File: config.mk
export PLATFORM = sky130hd
export DESIGN_NAME = slice_merge_fifo
export DESIGN_NICKNAME = d
export VERILOG_FILES = /design/src/rtl/slice_merge_fifo.sv
export SDC_FILE = /design/constraint.sdc
export NUM_CORES = 1
export LEC_CHECK = 0
export ABC_AREA = 1
export CAP_MARGIN = 10
export CORE_ASPECT_RATIO = 0.8
export CORE_MARGIN = 2
export CORE_UTILIZATION = 40
export CTS_CLUSTER_SIZE = 25
export DETAILED_ROUTE_END_ITERATION = 8
export PLACE_DENSITY_LB_ADDON = 0.08
export SYNTH_ARGS = -nofsm -noshare
export SYNTH_HDL_FRONTEND = slang
export SYNTH_SLANG_ARGS = --single-unit
File: constraint.sdc
create_clock -name clk -period 3.2 [get_ports clk]
set_input_delay 0.32 -clock clk [delete_from_list [all_inputs] [get_ports clk]]
set_output_delay 0.32 -clock clk [all_outputs]
set_load 0.1 [all_outputs]
File: src/rtl/slice_merge_fifo.sv
// slice_merge_fifo: merges an upper and a lower field into an 8-bit word and
// buffers the words in a DEPTH-entry FIFO with a valid/ready handshake on both
// sides. Occupancy is exposed on count, and the sticky overrun flag records
// any attempt to push while the FIFO is full.
// Optional feature: define SLICE_MERGE_PARITY_EN to store an even-parity bit
// with each entry and present the head entry's parity on parity_out.
module slice_merge_fifo #(
    parameter int DEPTH = 4,
    parameter int HI_W  = 5,
    parameter int LO_W  = 3
) (
    input  logic                     clk,
    input  logic                     rst,
    input  logic                     in_valid,
    output logic                     in_ready,
    input  logic [HI_W-1:0]          hi_in,
    input  logic [LO_W-1:0]          lo_in,
    output logic                     out_valid,
    input  logic                     out_ready,
    output logic [7:0]               data_out,
    output logic [$clog2(DEPTH):0]   count,
    output logic                     overrun
`ifdef SLICE_MERGE_PARITY_EN
    ,
    output logic                     parity_out
`endif
);

    localparam int AW = $clog2(DEPTH);
    localparam int CW = AW + 1;
`ifdef SLICE_MERGE_PARITY_EN
    localparam int EW = 9;
`else
    localparam int EW = 8;
`endif

    logic [EW-1:0] mem_q [DEPTH];
    logic [AW-1:0] wr_ptr_q, wr_ptr_d;
    logic [AW-1:0] rd_ptr_q, rd_ptr_d;
    logic [CW-1:0] count_q, count_d;
    logic          overrun_q, overrun_d;

    logic [7:0]    word;
    logic [EW-1:0] entry_w;
    logic [EW-1:0] head;
    logic          full;
    logic          empty;
    logic          push;
    logic          pop;

    assign word = {hi_in, lo_in};
`ifdef SLICE_MERGE_PARITY_EN
    assign entry_w = {^word, word};
`else
    assign entry_w = word;
`endif

    assign full  = (count_q == CW'(DEPTH));
    assign empty = (count_q == '0);

    // A full FIFO refuses the push even when a pop frees a slot in the same
    // cycle, so in_ready depends only on the registered occupancy.
    assign push = in_valid && !full;
    assign pop  = out_ready && !empty;

    // Entry storage; contents are never cleared, the pointers define validity.
    always_ff @(posedge clk) begin
        if (push) begin
            mem_q[wr_ptr_q] <= entry_w;
        end
    end

    // Next-state for pointers, occupancy and the sticky overrun flag.
    always_comb begin
        wr_ptr_d  = wr_ptr_q;
        rd_ptr_d  = rd_ptr_q;
        count_d   = count_q;
        overrun_d = overrun_q | (in_valid & full);
        if (push) begin
            wr_ptr_d = wr_ptr_q + AW'(1);
        end
        if (pop) begin
            rd_ptr_d = rd_ptr_q + AW'(1);
        end
        case ({push, pop})
            2'b10:   count_d = count_q + CW'(1);
            2'b01:   count_d = count_q - CW'(1);
            default: count_d = count_q;
        endcase
    end

    // State registers with asynchronous clear.
    always_ff @(posedge clk or posedge rst) begin
        if (rst) begin
            wr_ptr_q  <= '0;
            rd_ptr_q  <= '0;
            count_q   <= '0;
            overrun_q <= 1'b0;
        end else begin
            wr_ptr_q  <= wr_ptr_d;
            rd_ptr_q  <= rd_ptr_d;
            count_q   <= count_d;
            overrun_q <= overrun_d;
        end
    end

    // Outputs are decoded from registered state, so reset takes effect on
    // them without waiting for a clock edge.
    always_comb begin
        head      = mem_q[rd_ptr_q];
        in_ready  = !full;
        out_valid = !empty;
        count     = count_q;
        overrun   = overrun_q;
        data_out  = empty ? 8'h00 : head[7:0];
`ifdef SLICE_MERGE_PARITY_EN
        parity_out = empty ? 1'b0 : head[8];
`endif
    end

endmodule
==> metrics.cfg <==
[synthesis]
synth_area_per_cell_um2 = 10.1
synth_edf_count = 32
yosys-top-cells-area = edfxtp_1 (51%), dfrtp_1 (11%), inv_1 (9.4%)
synth_top_area_frac = 0.512
yosys.area_share.simple = 0.173
synth_mux_area_frac = 0
yosys-top-cells-count = inv_1 (47), nand2_1 (44), edfxtp_1 (32), nand3_1 (19), dfrtp_1 (8)
yosysMostFrequentCell = inv_1
synth_ff_type = edfxtp_1
synthCells = 186
syn-num-nets = 204
synthXorXnorAreaFrac = 0.00933
yosysSeqAreaShare = 0.619
synth_top_family_by_area = simple AND/OR/NAND/NOR gates
async_flop_share = 0.200
synth_cell_type_count = 21
synth_compound_area_frac = 0.0327
yosys.area_share.adder = 0.0440
synth_seq_cells = 40
yosysWarnings = 0
synth_top_area_cell = edfxtp_1
synth_area_mm2 = 0.00188

[global_route]
gr-usage-met1 = 0.212
antenna_found_initial = 0
use_met2 = 0.268
use_met3 = 0.0440
grt_max_degree = 20
grt_pass1_vias = 1282
grt_pass1_wl_mm = 6.14
top_usage_layer = met2
track_usage = 0.162
grt.overflow.total = 0

[routing]
first_pass_iters = 4
drt_iter0_drc = 45
drc = 0
avgViaCountPerCell = 4.45
wirelength_mm = 3.78
via_count = 1236
wl_per_cell_um = 13.6
postRouteAntennaNets = 0

[timing]
max_freq_mhz = 439
finClkSkew_ns = 0.00374
drv_slew = 0
post-route-min-period_ns = 2.28
fin_tns_setup_ns = 0
fin_crit_sh = 0.712
setup_viol = 0
rsz0062_at_grt = false
hold_viol = 0
slew_headroom = 0.355
worst_slew_pin_slew_ns = 0.965

[placed_design]
portBuffers = 25
hpwl_mm = 2.62
routabilityCongestion = 0.723

[worst_setup_path]
crit_type = reg2out
required_ns = 2.88
path_max_fanout = 19
worstSetupStartpointType = register
arrival_ns = 1.96
cp-end-kind = primary output

[floorplan]
die_w_um = 80.6
die_area_mm2 = 0.00526
coreArea_mm2 = 0.00454
rows = 22
io_pins = 26
initial_core_util = 0.413
die_y_um = 65.3

[clock_tree]
cts_hold_buf = 0
clkLatencyLatePin_ns = 0.28
cts_sinks = 40
cts_resized = 0
numCtsBuffers = 5
clk_pin_slew_ns = 0.07
cts_max_level = 2
cts_buffer_depth = 2
cts-root-buf = clkbuf_8
cts_setup_buffers = 0
tritoncts = built

[cells_and_area]
drive_gt1_frac = 0.128
syn2layout_area_growth_pct = 20.0
antenna_cells = 0
fin_nets = 235

[status]
outcome = finished clean

[flow_run]
max_cap_viol_count = 0

[hold_path]
hp-class = in2async

-- sequential cells by signal (all words and copies together) (netlist names) --
signal and cells:
wr_ptr_q 2, overrun 1, mem_q 32, count 3, rd_ptr_q 2
-- layer usage --
layer  wire [µm]  share of wire
met1        1830           0.48
met2        1740           0.46
met3         168          0.045
met4          40          0.011
met5           0              0
-- critical path, stage by stage, from the launching register on --
cell and delay [ns]:
dfrtp_1 0.84, inv_6 0.18, nand2_1 0.11, nand3_1 0.07, a21oi_1 0.16, buf_4 0.31
-- layout make-up --
cell class / count / area, µm²
fillers: 443 / 2290
flip-flops and latches: 40 / 1160
inverters: 50 / 193
well taps: 60 / 75.1
clock buffers: 8 / 90.1
repair buffers: 28 / 248
multi-input cells: 92 / 485
-- metrics by stage --
stage / utilization / instances / hold slack, ns / instance area, µm² / worst slack [ns]
after detailed placement: 0.476 / 270 / 0.482 / 2160 / 1.18
final: 0.496 / 278 / 0.290 / 2250 / 0.921
after CTS: 0.496 / 278 / 0.293 / 2250 / 0.862
after floorplan: - / 186 / 0.136 / 1880 / -0.432
after global routing: 0.496 / 278 / 0.311 / 2250 / 0.724
after global placement: 0.476 / 270 / 0.461 / 2160 / 1.20
-- worst paths after layout --
kind / slack, ns / from / to / depth (start not counted)
setup / recovery: 0.92 / rd_ptr_q[0] / data_out[0] / 5
hold reg to reg: 0.50 / overrun / overrun / 1
hold / removal: 0.29 / rst / overrun / 2
min in group clk: 0.50 / overrun / overrun / 1
max in group asynchronous: 2.67 / rst / count[1] / 2
setup reg to reg: 1.30 / count[1] / count[2] / 10
-- placed cells by master (no fill, tap or decap), drive strengths merged, types with 2 or more instances in the layout --
| master | count |
|---|---|
| clkdlybuf4s50 | 15 |
| a21oi | 8 |
| nand2 | 46 |
| dfrtp | 8 |
| edfxtp | 32 |
| o21ai | 2 |
| ha | 5 |
| inv | 50 |
| clkbuf | 8 |
| buf | 13 |
| nand3 | 22 |
| xnor2 | 2 |
| nor2 | 4 |
-- logic make-up after synthesis --
| family | after synthesis |
|---|---|
| AO/OA/AOI/OAI | 11 |
| XOR/XNOR | 2 |
| adder cells (fa/ha/maj) | 6 |
| buffers and inverters | 54 |
| flip-flops | 40 |
| AND/OR/NAND/NOR | 73 |
Power is left out: the tool's default activity adds up to more than one toggle a clock period on the data nets, which glitch-free logic cannot reach.
